### src/rtl/draw_scheduler_if.sv
// ---------------------------------------------------------------------------
// draw_scheduler_if
// Bundle between the gameplay datapath, the draw scheduler and the VGA
// adapter write port.
//   Requests (master -> slave):
//     clr_req, ers_req, drw_req   level requests, held until the matching done
//     ers_x/ers_y, drw_x/drw_y    rectangle top-left corners
//     drw_col                     draw colour
//     vsync                       one-cycle frame-start pulse
//   Responses (slave -> master):
//     clr_done, ers_done, drw_done  one-cycle job-complete pulses
//     busy                          scheduler not idle
//     plot, vga_x, vga_y, vga_col   framebuffer write port
// ---------------------------------------------------------------------------
interface draw_scheduler_if #(
  parameter int X_W = 8,
  parameter int Y_W = 7,
  parameter int C_W = 3
);
  logic           clr_req;
  logic           ers_req;
  logic [X_W-1:0] ers_x;
  logic [Y_W-1:0] ers_y;
  logic           drw_req;
  logic [X_W-1:0] drw_x;
  logic [Y_W-1:0] drw_y;
  logic [C_W-1:0] drw_col;
  logic           vsync;
  logic           clr_done;
  logic           ers_done;
  logic           drw_done;
  logic           busy;
  logic           plot;
  logic [X_W-1:0] vga_x;
  logic [Y_W-1:0] vga_y;
  logic [C_W-1:0] vga_col;

  modport master (
    output clr_req, ers_req, ers_x, ers_y, drw_req, drw_x, drw_y, drw_col, vsync,
    input  clr_done, ers_done, drw_done, busy, plot, vga_x, vga_y, vga_col
  );

  modport slave (
    input  clr_req, ers_req, ers_x, ers_y, drw_req, drw_x, drw_y, drw_col, vsync,
    output clr_done, ers_done, drw_done, busy, plot, vga_x, vga_y, vga_col
  );
endinterface

### src/rtl/draw_scheduler.sv
// ---------------------------------------------------------------------------
// draw_scheduler
// Arbitrates the single VGA framebuffer write port among full-screen clear,
// erase of the previous block and draw of the current block (fixed priority
// clear > erase > draw). Each granted job is rastered one pixel per cycle,
// off-screen pixels are suppressed, and the requester gets a done pulse
// together with the last pixel.
// Ports:
//   clk     clock
//   resetn  synchronous, active-low reset
//   sched   draw_scheduler_if.slave: requests, coordinates, colour, vsync in;
//           done pulses, busy, plot/vga_x/vga_y/vga_col out (all registered)
// Optional feature: define FRAME_SYNC_EN to start at most one job per frame
// (a grant needs a vsync pulse seen since the previous grant).
// ---------------------------------------------------------------------------
module draw_scheduler #(
  parameter int X_W    = 8,
  parameter int Y_W    = 7,
  parameter int C_W    = 3,
  parameter int BLK_W  = 16,
  parameter int BLK_H  = 8,
  parameter int SCR_W  = 160,
  parameter int SCR_H  = 120,
  parameter int BG_COL = 0
) (
  input logic            clk,
  input logic            resetn,
  draw_scheduler_if.slave sched
);
  localparam logic [0:0] S_IDLE = 1'b0;
  localparam logic [0:0] S_PLOT = 1'b1;

  localparam logic [1:0] J_CLR = 2'd0;
  localparam logic [1:0] J_ERS = 2'd1;
  localparam logic [1:0] J_DRW = 2'd2;

  localparam logic [X_W:0]   L_SCR_W  = (X_W+1)'(SCR_W);
  localparam logic [Y_W:0]   L_SCR_H  = (Y_W+1)'(SCR_H);
  localparam logic [X_W-1:0] L_CLR_LX = X_W'(SCR_W - 1);
  localparam logic [Y_W-1:0] L_CLR_LY = Y_W'(SCR_H - 1);
  localparam logic [X_W-1:0] L_BLK_LX = X_W'(BLK_W - 1);
  localparam logic [Y_W-1:0] L_BLK_LY = Y_W'(BLK_H - 1);
  localparam logic [C_W-1:0] L_BG     = C_W'(BG_COL);

  logic [0:0]     r_state;
  logic [1:0]     r_job;
  logic [X_W-1:0] r_base_x;
  logic [Y_W-1:0] r_base_y;
  logic [C_W-1:0] r_col;
  logic [X_W-1:0] r_last_x;
  logic [Y_W-1:0] r_last_y;
  logic [X_W-1:0] r_cx;
  logic [Y_W-1:0] r_cy;
  logic           r_busy;
  logic           r_plot;
  logic           r_clr_done;
  logic           r_ers_done;
  logic           r_drw_done;
  logic [X_W-1:0] r_vga_x;
  logic [Y_W-1:0] r_vga_y;
  logic [C_W-1:0] r_vga_col;

  logic           w_grant_ok;
  logic           w_any_req;

  // Clip test works on the unwrapped sums, one bit wider than the coordinates,
  // so a rectangle running off the right/bottom edge never wraps back on-screen.
  function automatic logic on_screen(input logic [X_W-1:0] bx, input logic [X_W-1:0] cx,
                                     input logic [Y_W-1:0] by, input logic [Y_W-1:0] cy);
    logic [X_W:0] sx;
    logic [Y_W:0] sy;
    sx = {1'b0, bx} + {1'b0, cx};
    sy = {1'b0, by} + {1'b0, cy};
    return (sx < L_SCR_W) && (sy < L_SCR_H);
  endfunction

`ifdef FRAME_SYNC_EN
  logic r_vsync_seen;

  // Remembers a frame start until the next grant consumes it.
  always_ff @(posedge clk) begin
    if (!resetn) begin
      r_vsync_seen <= 1'b0;
    end else if (r_state == S_IDLE && w_any_req && w_grant_ok) begin
      r_vsync_seen <= 1'b0;
    end else if (sched.vsync) begin
      r_vsync_seen <= 1'b1;
    end
  end

  assign w_grant_ok = r_vsync_seen | sched.vsync;
`else
  assign w_grant_ok = 1'b1;
`endif

  assign w_any_req = sched.clr_req | sched.ers_req | sched.drw_req;

  always_ff @(posedge clk) begin
    if (!resetn) begin
      r_state    <= S_IDLE;
      r_job      <= J_CLR;
      r_base_x   <= '0;
      r_base_y   <= '0;
      r_col      <= '0;
      r_last_x   <= '0;
      r_last_y   <= '0;
      r_cx       <= '0;
      r_cy       <= '0;
      r_busy     <= 1'b0;
      r_plot     <= 1'b0;
      r_clr_done <= 1'b0;
      r_ers_done <= 1'b0;
      r_drw_done <= 1'b0;
      r_vga_x    <= '0;
      r_vga_y    <= '0;
      r_vga_col  <= '0;
    end else begin
      r_clr_done <= 1'b0;
      r_ers_done <= 1'b0;
      r_drw_done <= 1'b0;
      case (r_state)
        S_IDLE: begin
          r_plot <= 1'b0;
          // Grant stage: latch the job so the requester may change its inputs freely.
          if (w_any_req && w_grant_ok) begin
            r_state <= S_PLOT;
            r_busy  <= 1'b1;
            r_cx    <= '0;
            r_cy    <= '0;
            if (sched.clr_req) begin
              r_job    <= J_CLR;
              r_base_x <= '0;
              r_base_y <= '0;
              r_col    <= L_BG;
              r_last_x <= L_CLR_LX;
              r_last_y <= L_CLR_LY;
            end else if (sched.ers_req) begin
              r_job    <= J_ERS;
              r_base_x <= sched.ers_x;
              r_base_y <= sched.ers_y;
              r_col    <= L_BG;
              r_last_x <= L_BLK_LX;
              r_last_y <= L_BLK_LY;
            end else begin
              r_job    <= J_DRW;
              r_base_x <= sched.drw_x;
              r_base_y <= sched.drw_y;
              r_col    <= sched.drw_col;
              r_last_x <= L_BLK_LX;
              r_last_y <= L_BLK_LY;
            end
          end
        end
        default: begin
          // Raster stage: emit pixel (cx,cy), then step the counters.
          r_vga_x   <= r_base_x + r_cx;
          r_vga_y   <= r_base_y + r_cy;
          r_vga_col <= r_col;
          r_plot    <= on_screen(r_base_x, r_cx, r_base_y, r_cy);
          if (r_cx == r_last_x) begin
            r_cx <= '0;
            if (r_cy == r_last_y) begin
              r_cy       <= '0;
              r_state    <= S_IDLE;
              r_busy     <= 1'b0;
              r_clr_done <= (r_job == J_CLR);
              r_ers_done <= (r_job == J_ERS);
              r_drw_done <= (r_job == J_DRW);
            end else begin
              r_cy <= r_cy + 1'b1;
            end
          end else begin
            r_cx <= r_cx + 1'b1;
          end
        end
      endcase
    end
  end

  assign sched.busy     = r_busy;
  assign sched.plot     = r_plot;
  assign sched.clr_done = r_clr_done;
  assign sched.ers_done = r_ers_done;
  assign sched.drw_done = r_drw_done;
  assign sched.vga_x    = r_vga_x;
  assign sched.vga_y    = r_vga_y;
  assign sched.vga_col  = r_vga_col;
endmodule

### src/flat_wrapper.sv
// flat-port wrapper written by rule: the top's interface ports become plain ports
module draw_scheduler_flat 
#(
  parameter int X_W    = 8,
  parameter int Y_W    = 7,
  parameter int C_W    = 3,
  parameter int BLK_W  = 16,
  parameter int BLK_H  = 8,
  parameter int SCR_W  = 160,
  parameter int SCR_H  = 120,
  parameter int BG_COL = 0
)
  (clk, resetn, sched_clr_req, sched_ers_req, sched_ers_x, sched_ers_y, sched_drw_req, sched_drw_x, sched_drw_y, sched_drw_col, sched_vsync, sched_clr_done, sched_ers_done, sched_drw_done, sched_busy, sched_plot, sched_vga_x, sched_vga_y, sched_vga_col);
  draw_scheduler_if #(.X_W(X_W), .Y_W(Y_W), .C_W(C_W)) sched_i ();
  input logic clk;
  input logic resetn;
  input wire logic [$bits(sched_i.clr_req)-1:0] sched_clr_req;
  input wire logic [$bits(sched_i.ers_req)-1:0] sched_ers_req;
  input wire logic [$bits(sched_i.ers_x)-1:0] sched_ers_x;
  input wire logic [$bits(sched_i.ers_y)-1:0] sched_ers_y;
  input wire logic [$bits(sched_i.drw_req)-1:0] sched_drw_req;
  input wire logic [$bits(sched_i.drw_x)-1:0] sched_drw_x;
  input wire logic [$bits(sched_i.drw_y)-1:0] sched_drw_y;
  input wire logic [$bits(sched_i.drw_col)-1:0] sched_drw_col;
  input wire logic [$bits(sched_i.vsync)-1:0] sched_vsync;
  output wire logic [$bits(sched_i.clr_done)-1:0] sched_clr_done;
  output wire logic [$bits(sched_i.ers_done)-1:0] sched_ers_done;
  output wire logic [$bits(sched_i.drw_done)-1:0] sched_drw_done;
  output wire logic [$bits(sched_i.busy)-1:0] sched_busy;
  output wire logic [$bits(sched_i.plot)-1:0] sched_plot;
  output wire logic [$bits(sched_i.vga_x)-1:0] sched_vga_x;
  output wire logic [$bits(sched_i.vga_y)-1:0] sched_vga_y;
  output wire logic [$bits(sched_i.vga_col)-1:0] sched_vga_col;
  assign sched_i.clr_req = sched_clr_req;
  assign sched_i.ers_req = sched_ers_req;
  assign sched_i.ers_x = sched_ers_x;
  assign sched_i.ers_y = sched_ers_y;
  assign sched_i.drw_req = sched_drw_req;
  assign sched_i.drw_x = sched_drw_x;
  assign sched_i.drw_y = sched_drw_y;
  assign sched_i.drw_col = sched_drw_col;
  assign sched_i.vsync = sched_vsync;
  assign sched_clr_done = sched_i.clr_done;
  assign sched_ers_done = sched_i.ers_done;
  assign sched_drw_done = sched_i.drw_done;
  assign sched_busy = sched_i.busy;
  assign sched_plot = sched_i.plot;
  assign sched_vga_x = sched_i.vga_x;
  assign sched_vga_y = sched_i.vga_y;
  assign sched_vga_col = sched_i.vga_col;
  draw_scheduler #(.X_W(X_W), .Y_W(Y_W), .C_W(C_W), .BLK_W(BLK_W), .BLK_H(BLK_H), .SCR_W(SCR_W), .SCR_H(SCR_H), .BG_COL(BG_COL)) u_core (.clk(clk), .resetn(resetn), .sched(sched_i));
endmodule
### config.mk
export PLATFORM = sky130hd
export DESIGN_NAME = draw_scheduler_flat
export DESIGN_NICKNAME = d
export VERILOG_FILES = /design/src/rtl/draw_scheduler_if.sv /design/src/rtl/draw_scheduler.sv /design/src/flat_wrapper.sv
export SDC_FILE = /design/constraint.sdc
export NUM_CORES = 1
export LEC_CHECK = 0
export CORE_ASPECT_RATIO = 0.9
export CORE_MARGIN = 3
export CORE_UTILIZATION = 30
export CTS_BUF_LIST = sky130_fd_sc_hd__clkbuf_4
export DETAILED_ROUTE_END_ITERATION = 12
export HOLD_SLACK_MARGIN = 0.15
export PLACE_DENSITY_LB_ADDON = 0.08
export SYNTH_ARGS = -nofsm -noshare
export SYNTH_HDL_FRONTEND = slang
export SYNTH_SLANG_ARGS = --single-unit
### constraint.sdc
create_clock -name clk -period 2 [get_ports clk]
set_input_delay 0.4 -clock clk [delete_from_list [all_inputs] [get_ports clk]]
set_output_delay 0.4 -clock clk [all_outputs]
set_load 0.05 [all_outputs]
# Word level (Yosys, flattened, before mapping)
# Cells that the tools add are included.
[op_classes] add_sub_neg=6 order_cmp=2 eq_ne=6 mux=25 n_bitwise=3 n_reduce_logical=8
[op_table] operator="2-to-1 mux 7 bit" count=7
[op_table] operator="2-to-1 mux 8 bit" count=6
[op_table] operator="adder 8 x 8 -> 9 bit" count=1
[op_table] operator="< comparator 9 x 8 -> 1 bit (second input constant)" count=1
[op_table] operator="adder 7 x 7 -> 8 bit" count=1
[op_table] operator="adder 8 x 1 -> 8 bit (second input constant)" count=1
[op_table] operator="adder 8 bit" count=1
[op_table] operator="== test 8 bit" count=1
[op_table] operator="< comparator 8 x 7 -> 1 bit (second input constant)" count=1
[op_table] operator="2-to-1 mux 1 bit" count=8
[op_table] operator="adder 7 x 1 -> 7 bit (second input constant)" count=1
[op_table] operator="adder 7 bit" count=1
[op_table] operator="== test 7 bit" count=1
[op_table] operator="2-to-1 mux 3 bit" count=2
[op_table] operator="AND reduction 2 bit" count=3
[op_table] operator="2-to-1 mux 2 bit" count=2
[op_table] operator="inequality test 2 bit (second input constant)" count=2
[op_table] operator="AND reduction 4 bit" count=1
[op_table] operator="AND reduction 3 bit" count=1
[op_table] operator="== test 2 x 1 -> 1 bit (second input constant)" count=1
[op_table] operator="== test 2 bit (second input constant)" count=1
[op_table] operator="logical NOT 2 bit" count=1
[op_table] operator="OR 1 bit" count=2
[op_table] operator="nonzero test 2 bit" count=1
[op_table] operator="2 further kinds" count=2
[word_totals] ff_bits=74 out_inout_bits=23 word_cells=67

# Depth between registers and ports, before layout
# Gate-level depths: netlist of run 1.
[logic_depth] ltp_word=4 depth_mapped=9 depth_no_buf=9

# Worst setup path before layout of run 1
# OpenSTA, ideal clock, no wires.
[synth_path] path_kind="register to register" start="register u_core.r_cy[0]" end="register u_core.r_plot (netlist: u_core.sched.plot)" setup_time_ns=0.061 arrival_time_ns=1.970 required_time_ns=1.939 slack_ns=-0.031 stages_incl_launch_ff=10 n_path_buf=0 period_less_slack_ns=2.031 cell_sequence="dfxtp_1 > ha_1 > inv_1 > fa_1 > nand2b_1 > a211oi_1 > mux2i_1 > nand2_1 > nand4_1 > and4b_1"
[synth_between] elab_chain_len=3
[synth_lines] element="from (decl)" line_no="draw_scheduler.sv:53" text="logic [Y_W-1:0] r_cy;"
[synth_lines] element="from (signal assigned)" line_no="draw_scheduler.sv:170" text="r_cy <= r_cy + 1'b1;"
[synth_lines] element="adder 7 x 7 -> 8 bit" line_no="draw_scheduler.sv:73" text="sy = {1'b0, by} + {1'b0, cy};"
[synth_lines] element="< comparator 8 x 7 -> 1 bit" line_no="draw_scheduler.sv:74" text="return (sx < L_SCR_W) && (sy < L_SCR_H);"
[synth_lines] element="logical AND 1 bit" line_no="draw_scheduler.sv:74"
[synth_lines] element="to (signal assigned)" line_no="draw_scheduler.sv:159" text="r_plot <= on_screen(r_base_x, r_cx, r_base_y, r_cy);"
[synth_lines] element="to (decl)" line_no="draw_scheduler.sv:55" text="logic r_plot;"
# Every way passes these cells.
# A chain may end at the register's enable or synchronous reset.

# Worst setup path in the final report of run 1
[layout_path] start="register u_core.r_base_y[0]" end="register u_core.r_plot (netlist: u_core.sched.plot)"
[layout_between] elab_chain_len=3
[layout_lines] element="from (decl)" line_no="draw_scheduler.sv:48" text="logic [Y_W-1:0] r_base_y;"
[layout_lines] element="from (signal assigned)" line_no="draw_scheduler.sv:140" text="r_base_y <= sched.ers_y;"
[layout_lines] element="from (signal assigned)" line_no="draw_scheduler.sv:147" text="r_base_y <= sched.drw_y;"
[layout_lines] element="adder 7 x 7 -> 8 bit" line_no="draw_scheduler.sv:73"
[layout_lines] element="< comparator 8 x 7 -> 1 bit" line_no="draw_scheduler.sv:74"
[layout_lines] element="logical AND 1 bit" line_no="draw_scheduler.sv:74"
# Every way passes these cells.

==> metrics.md, run 1 <==
| Metric | Value |
|---|---|
| Max clock buf depth | `2` |
| Die Wd | `around 110 um` |
| Sequential share of the synthesized area | `38.3%` |
| Max-cap violations | `0` |
| I/O pin cnt | `62` |
| Antenna violations before repair | `0` |
| Area of the core | `about 0.010 mm2` |
| Largest net degree at the start of global routing | `between 40 and 50` |
| Gpl congestion | `between 0.7 and 0.8` |
| Final period util | `between 90 and 100%` |
| Sw Share | `29.3%` |
| Number of flops mapped to enable cells by yosys | `0` |
| Routed wire length | `between 8 and 9 mm` |
| Final instance area | `approximately 0.0044 mm2` |
| DR DRC count | `0` |
| NetSw | `just under 800 uW` |
| CTS Sinks | `61` |
| Root buf cell | `clkbuf_4` |
| Final antenna-violating net count | `0` |
| Worst min-delay path class | `reg2reg` |
| DR WL/cell | `15.4 um` |
| Cells after synthesis | `roughly 350` |
| Iter 0 DRT Violations | `between 150 and 200` |
| Fmax | `508 MHz` |
| Cell Area, Placed | `about 0.0042 mm2` |
| Vias post-DR | `~3000` |
| Setup TNS | `0 ps` |
| Worst slew pin tran | `517 ps` |
| Number of global-route vias before repair | `around 2900` |
| Max Fanout on Critical Path | `2` |
| Initial Utilization | `31.0%` |
| Yosys warns | `0` |
| Post-placement cell count | `approximately 560` |
| Pre-Repair DR Iteration Count | `5` |
| Die area | `0.0119 mm2` |
| Htree depth | `3` |
| Layout Area Growth over Synthesis | `37.6%` |
| Nature of the critical path startpoint | `flip-flop` |
| # rows | `35` |
| Sequential power share | `roughly 49%` |
| Slew HR | `about 65%` |
| Outcome | `complete, no violations` |
| Register-to-register setup slack | `around 31 ps` |
| Fillers | `1033` |
| Hold WS | `~470 ps` |
| Cell Area, Synth | `0.00319 mm2` |
| HPWL after DPL | `6.34 mm` |
| Share of cells above drive strength 1 | `17.8%` |
| Library cells used by synthesis | `a little over 50` |
| Combinational Power Share | `20.0%` |
| Number of CTS-inserted buffers | `9` |
| Worst EP arrival | `between 2000 and 2500 ps` |
| Final min period | `between 1500 and 2000 ps` |
| IO buf count | `60` |
| GRT Overall Usage | `roughly 16%` |
| Total gr overflow | `0` |
| Net Count, Synth | `407` |
| Cell Pwr Density | `609 mW/mm2` |
| Nets@finish | `roughly 500` |
| Async set-reset flop share out of synthesis | `0%` |
| Setup violators final | `0` |
| P_int | `1890 uW` |
| CP Capture Type | `flip-flop` |
| Clock latency on the worst-skew pair | `approximately 420 ps` |
| Cell Count, Final, Fillers Out | `between 500 and 600` |
| CTS Hold Bufs | `0` |
| Leak pwr | `about 0.0019 uW` |
| Clock skew | `roughly 20 ps` |
| Avg Vias per Cell | `about 5` |
| Final hold violation count | `0` |
| VDD IR max | `around 440 uV` |
| Syn_area_per_cell | `about 9.1 um2` |
| Antenna Cells | `0` |
| Clock share of power | `between 30% and 40%` |
| Clock slew at reported path FFs | `~100 ps` |
| Post-synth top flop | `dfxtp_1` |
| WS Path Type | `reg2reg` |
| Final Max Slew Viols | `0` |
| CTS tree | `done` |
| RSZ-0062 raised after global routing | `yes` |
| Power Total | `2670 uW` |
| Die height | `between 100 and 150 um` |
| Critical path data required time | `about 2400 ps` |
| First-pass GRT wire length | `around 15 mm` |
| FF+latch count, synth | `61` |
-- cells in the mapped netlist (3+ instances only) --
library cell / count / area share, %
a211o_1: 4 / 1.1
a211oi_1: 7 / 1.6
a21boi_0: 3 / 0.71
a21o_1: 6 / 1.4
a21oi_1: 17 / 2.7
a222oi_1: 15 / 4.7
a22oi_1: 5 / 1.2
and2_1: 3 / 0.59
and3_1: 4 / 0.78
clkbuf_1: 11 / 1.3
dfxtp_1: 61 / 38
ha_1: 17 / 6.7
inv_1: 13 / 1.5
mux2i_1: 11 / 3.5
nand2_1: 19 / 2.2
nand2b_1: 5 / 0.98
nand3_1: 10 / 1.6
nand4_1: 4 / 0.78
nor2_1: 17 / 2.0
nor2b_1: 42 / 8.2
nor3_1: 10 / 1.6
nor3b_1: 4 / 0.94
o21ai_0: 21 / 3.3
xnor2_1: 3 / 0.82
xor2_1: 3 / 0.82
-- path summary, 6_finish.rpt --
kind,startpoint,end,cells after the start
min,u_core.sched.busy$_SDFFE_PN0P_,u_core.sched.busy$_SDFFE_PN0P_,2
max,u_core.r_base_y[0]$_SDFFE_PN0P_,u_core.sched.plot$_SDFF_PN0_,9
max reg2reg,u_core.r_base_y[0]$_SDFFE_PN0P_,u_core.sched.plot$_SDFF_PN0_,9
min reg2reg,u_core.sched.busy$_SDFFE_PN0P_,u_core.sched.busy$_SDFFE_PN0P_,2
-- cells in the final DEF, fill, tap and decap left out, drive strengths merged, types with 3 or more instances in the layout --
| cell type | instances |
|---|---|
| ha | 17 |
| dfxtp | 61 |
| dlymetal6s2s | 3 |
| nand2b | 5 |
| and3 | 5 |
| inv | 13 |
| o21ai | 22 |
| clkdlybuf4s50 | 38 |
| o31ai | 3 |
| mux2i | 11 |
| nand3 | 11 |
| a222oi | 15 |
| nor2 | 17 |
| xnor2 | 3 |
| nand4 | 4 |
| nor3b | 6 |
| xor2 | 3 |
| clkbuf | 10 |
| nor3 | 12 |
| buf | 35 |
| clkinv | 3 |
| nand2 | 19 |
| a21oi | 17 |
| and2 | 3 |
| a22oi | 6 |
| dlygate4sd2 | 19 |
| nor2b | 42 |
| a211o | 4 |
| a211oi | 7 |
| a21boi | 3 |
| a21o | 6 |
-- logic make-up (layout without fill, tap and decap cells) --
logic type               after synthesis  after routing  share of synthesized area [%]
AND/OR/NAND/NOR                      131            131                           24.0
flip-flops                            61             61                           38.3
multiplexers                          11             11                           3.45
AO/OA/AOI/OAI                         94             94                           21.3
XOR/XNOR                               6              6                           1.65
adder cells (fa/ha/maj)               19             19                           7.92
buffers and inverters                 27            123                           3.49
-- metrics by stage --
| step | worst slack (ps) | utilization (%) |
|---|---|---|
| 2_1_floorplan | 39.1 | - |
| 3_3_place_gp | -50.0 | 40.7 |
| 3_5_place_dp | -59.2 | 40.7 |
| 4_1_cts | -18.4 | 42.0 |
| 5_1_grt | -90.0 | 42.7 |
| 6_report | 31.4 | 42.7 |
-- layout make-up --
cell class / count / area [um2] / area share (%)
tap: 129 / 161 / 3.68
multi-input combinational: 261 / 1940 / 44.2
inverter: 13 / 48.8 / 1.11
timing repair buffer: 95 / 885 / 20.1
sequential: 61 / 1230 / 27.9
clock inverter: 5 / 52.6 / 1.20
clock buffer: 10 / 75.1 / 1.71
-- timing repair --
| item | in CTS | in global routing |
|---|---|---|
| resized for setup | 26 | 18 |
| setup endpoints to repair | 22 | 9 |
| hold endpoints to repair | 0 | 0 |
| setup buffers | 0 | 1 |
| pin swaps | 1 | 6 |
| cloned | 0 | 0 |
-- sequential cells by signal (all words and copies together) (netlist names) --
signal	count
u_core.r_base_x	8
u_core.r_base_y	7
u_core.r_col	3
u_core.r_cx	8
u_core.r_cy	7
u_core.r_job	2
u_core.r_last_y	2
u_core.r_state	1
u_core.sched.busy	1
u_core.sched.clr_done	1
u_core.sched.drw_done	1
u_core.sched.ers_done	1
u_core.sched.plot	1
u_core.sched.vga_col	3
u_core.sched.vga_x	8
u_core.sched.vga_y	7
-- worst max-delay path, stage by stage, from the launching register on --
cell and delay (ps):
dfxtp_2 360, ha_4 140, inv_2 40, fa_2 380, nand2b_4 160, a211oi_4 240, mux2i_1 240, nand2_1 70
nand4_1 100, and4b_1 190
-- power by group through the flow --
stage | combinational, uW | sequential [uW] | clock (uW)
6_report | 534 | 1300 | 842
5_1_grt | 584 | 1300 | 933
4_1_cts | 533 | 1300 | 884
3_5_place_dp | 541 | 1320 | 0
3_3_place_gp | 538 | 1320 | 0
2_1_floorplan | 246 | 1380 | 0
-- per-layer routing --
layer | up-vias | wire length, um | part of all wire, % | global-route usage, %
met1 | 1371 | 4470 | 51 | 22.2
met5 | - | 0 | 0 | 0
met2 | 61 | 3730 | 42 | 22.9
met4 | 0 | 197 | 2.2 | 4.53
met3 | 10 | 433 | 4.9 | 4.09
li1 | 1473 | - | - | -
(Power assumes the default switching activity.)
==> run 2, diff against run 1 <==
- ABC_AREA: not set -> 1
==> metrics.md, run 2 <==
| Metric | Value |
|---|---|
| Outcome | `complete, no violations` |
| Library cells used by synthesis | `36 (-29%)` |
| Sequential power share | `48.8% (+0.3 points)` |
| CP Capture Type | `output pin` |
| Initial Utilization | `31.7% (+0.66 points)` |
| I/O pin cnt | `62 (unchanged)` |
| Avg Vias per Cell | `4.67 (-8.1%)` |
| Leak pwr | `0.00208 uW (+12%)` |
| Worst Hold Path Cells | `2 (unchanged)` |
| Max clock buf depth | `2 (unchanged)` |
| Syn_area_per_cell | `6.89 um2 (-25%)` |
| Mux contribution to synthesized area | `0% (-3.5 points)` |
| R2R Path End | `u_core.sched.plot$_SDFF_PN0_` |
| Largest net degree at the start of global routing | `30 (-27%)` |
| Synth top area share | `36.7% (-1.6 points)` |
| Post-layout util | `40.6% (-2.1 points)` |
| Largest family of logic cells by synthesized area | `simple AND/OR/NAND/NOR gates` |
| Post-Synth Adder-Cell Area | `7.59% (-0.33 points)` |
| VDD IR max | `309 uV (-29%)` |
| Commonest cells after routing, fill and taps aside | `142 x nand2_1, 64 x inv_1, 60 x dfxtp_1, 40 x nor2_1, 38 x clkdlybuf4s50_1` |
| Compound-gate portion of the synthesized area | `12.4% (-8.8 points)` |
| Fmax | `522 MHz (+2.8%)` |
| RSZ-0062 raised after global routing | `no` |
| P_int | `1810 uW (-4.3%)` |
| Max Fanout on Critical Path | `1 (-1)` |
| Layout Area Growth over Synthesis | `28.2%` |
| Area of the multi-input gates | `0.00177 mm2 (-8.8%)` |
| WS Path Type | `reg2out` |
| Root buf cell | `clkbuf_4` |
| Worst slew pin tran | `517 ps (+0.166 ps)` |
| FF+latch count, synth | `61 (unchanged)` |
| Yosys warns | `0 (unchanged)` |
| CTS tree | `done` |
| Iter 0 DRT Violations | `122 (-19%)` |
| Antenna violations before repair | `0 (unchanged)` |
| Number of global-route vias before repair | `3020 (+3.6%)` |
| CP Buf/Inv Count | `1 (unchanged)` |
| Vias post-DR | `3201 (+9.8%)` |
| Net Count, Synth | `541 (+33%)` |
| Sw Share | `33.8% (+4.4 points)` |
| Post-synth top flop | `dfxtp_1` |
| DR DRC count | `0 (unchanged)` |
| Cell Area, Synth | `0.00333 mm2 (+4.3%)` |
| Sequential share of the synthesized area | `36.7% (-1.6 points)` |
| Cell Pwr Density | `640 mW/mm2 (+5.1%)` |
| Combinational Power Share | `23.4% (+3.4 points)` |
| HPWL after DPL | `6.83 mm (+7.6%)` |
| Synth Area in XOR/XNOR | `2.63% (+0.98 points)` |
| # rows | `35 (unchanged)` |
| Clock share of power | `27.8% (-3.7 points)` |
| Pre-Repair DR Iteration Count | `4 (-1)` |
| Worst EP arrival | `1510 ps (-820 ps)` |
| Antenna Cells | `0 (unchanged)` |
| Fillers | `1152 (+12%)` |
| Max-cap violations | `0 (unchanged)` |
| Top-count cell post-synth | `nand2_1` |
| Total gr overflow | `0 (unchanged)` |
| Critical path data required time | `1600 ps (-760 ps)` |
| Number of CTS-inserted buffers | `9 (unchanged)` |
| Hold Startpoint | `u_core.r_job[1]$_SDFFE_PN0P_` |
| Final period util | `95.7% (-2.7 points)` |
| Cell family with most CP delay | `buffers and inverters` |
| Share of cells above drive strength 1 | `7.90% (-9.9 points)` |
| Register-to-register setup slack | `190 ps (+160 ps)` |
| Synth top area cells | `dfxtp_1 37%, nand2_1 16%, inv_1 7.2%` |
| End point of the worst hold path | `u_core.r_job[1]$_SDFFE_PN0P_` |
| Clock skew | `18.7 ps (-1.16 ps)` |
| Area leader, netlist | `dfxtp_1` |
| Sequential cell area | `0.00122 mm2 (-0.41%)` |
| Area of the core | `0.0105 mm2 (+2.1%)` |
| Number of flops mapped to enable cells by yosys | `0 (unchanged)` |
| Reg-to-Reg Start | `u_core.r_cy[0]$_SDFFE_PN0P_` |
| Clock latency on the worst-skew pair | `430 ps (about the same)` |
| Nets@finish | `611 (+22%)` |
| Die area | `0.0124 mm2 (+4.1%)` |
| Synth top cells by count | `142 x nand2_1, 64 x inv_1, 61 x dfxtp_1` |
| Critical-path cell list | `clkdlybuf4s50_1` |
| Die height | `106 um (+2.0%)` |
| GRT Overall Usage | `15.7% (+0.19 points)` |
| Reg2reg path depth | `11 (+2)` |
| Final Max Slew Viols | `0 (unchanged)` |
| Final hold violation count | `0 (unchanged)` |
| Htree depth | `3 (unchanged)` |
| NetSw | `922 uW (+18%)` |
| Worst min-delay path class | `reg2reg` |
| Final min period | `1910 ps (-53.7 ps)` |
| Gpl congestion | `0.777 (+0.30%)` |
| Cells after synthesis | `483 (+38%)` |
| Post-CTS Setup Inserts | `0 (unchanged)` |
| Crit path largest cell delay | `790 ps (+410 ps)` |
| Clock slew at reported path FFs | `100 ps (about the same)` |
| Hold WS | `466 ps (-0.799 ps)` |
| Final antenna-violating net count | `0 (unchanged)` |
| First-pass GRT wire length | `15.2 mm (+3.4%)` |
| Routed wire length | `9.32 mm (+5.5%)` |
| Die Wd | `117 um (+2.0%)` |
| Slowest CP cell | `clkdlybuf4s50_1` |
| Commonest non-fill, non-tap cell in the layout | `nand2_1` |
| CTS Hold Bufs | `0 (unchanged)` |
| Slew HR | `65.7% (+0.28 points)` |
| Nature of the critical path startpoint | `flip-flop` |
| Setup TNS | `0 ps (unchanged)` |
| CTS Sinks | `61 (unchanged)` |
| Setup violators final | `0 (unchanged)` |
| Async set-reset flop share out of synthesis | `0% (unchanged)` |
| DR WL/cell | `13.6 um (-12%)` |
| Synth Area in Simple Gates | `30.5% (+6.5 points)` |
| IO buf count | `60 (unchanged)` |
## run 2: per-layer routing
layer	vias to the layer above	track usage (%)	routed length, um
met2	59	22.1	3920
li1	1693	-	-
met5	-	0	0
met1	1440	23.5	4930
met4	0	4.42	120
met3	9	4.04	356
## run 2: kinds of logic (layout without fill, tap and decap cells)
| kind of cell | Yosys count | in the layout |
|---|---|---|
| xor gates and xnor gates | 10 | 10 |
| buffers and inverters | 83 | 157 |
| DFF | 61 | 61 |
| adders and majority gates | 19 | 19 |
| AOI/OAI and AO/OA | 75 | 75 |
| and+or+nand+nor | 235 | 235 |
## run 2: power by group through the flow
stage / Combinational (uW) / Clock, uW / Sequential (uW)
after floorplan: 270 / 0 / 1480
after global placement: 663 / 0 / 1360
after detailed placement: 665 / 0 / 1360
after CTS: 649 / 791 / 1330
after global routing: 709 / 833 / 1340
final: 639 / 757 / 1330
## run 2: final cells by class
class                      count  share of cell area [%]
inverter                      67                    6.01
timing repair buffer          75                    17.6
clock inverter                 3                   0.323
sequential                    61                    28.7
clock buffer                  12                    2.11
tap                          129                    3.78
multi-input combinational    339                    41.5
## run 2: worst max path at each step
stage	start	end	slack (ps)	cells past startpoint
floorplan	u_core.r_cx[0]$_SDFFE_PN0P_	u_core.sched.vga_x[6]$_SDFFE_PN0P_	370	11
global placement	u_core.r_cy[0]$_SDFFE_PN0P_	u_core.sched.plot$_SDFF_PN0_	150	11
detailed placement	sched_clr_req	u_core.r_cy[3]$_SDFFE_PN0P_	140	9
CTS	u_core.sched.vga_y[0]$_SDFFE_PN0P_	sched_vga_y[0]	7	1
global route	u_core.r_cy[0]$_SDFFE_PN0P_	u_core.sched.plot$_SDFF_PN0_	4	11
finish	u_core.sched.ers_done$_SDFF_PN0_	sched_ers_done	90	1
## run 2: through the flow
stage,cell area [um2],setup WS (ps),instances,total power (uW)
floorplan,3330,367,483,1750
global placement,4160,149,671,2020
detailed placement,4160,141,671,2030
CTS,4240,7.15,686,2770
global route,4270,4.25,686,2890
finish,4270,85.1,686,2730
## run 2: what timing repair did
action                     in CTS  in global routing
pin swaps                       0                  0
setup endpoints to repair      15                  8
gates resized for setup        15                  9
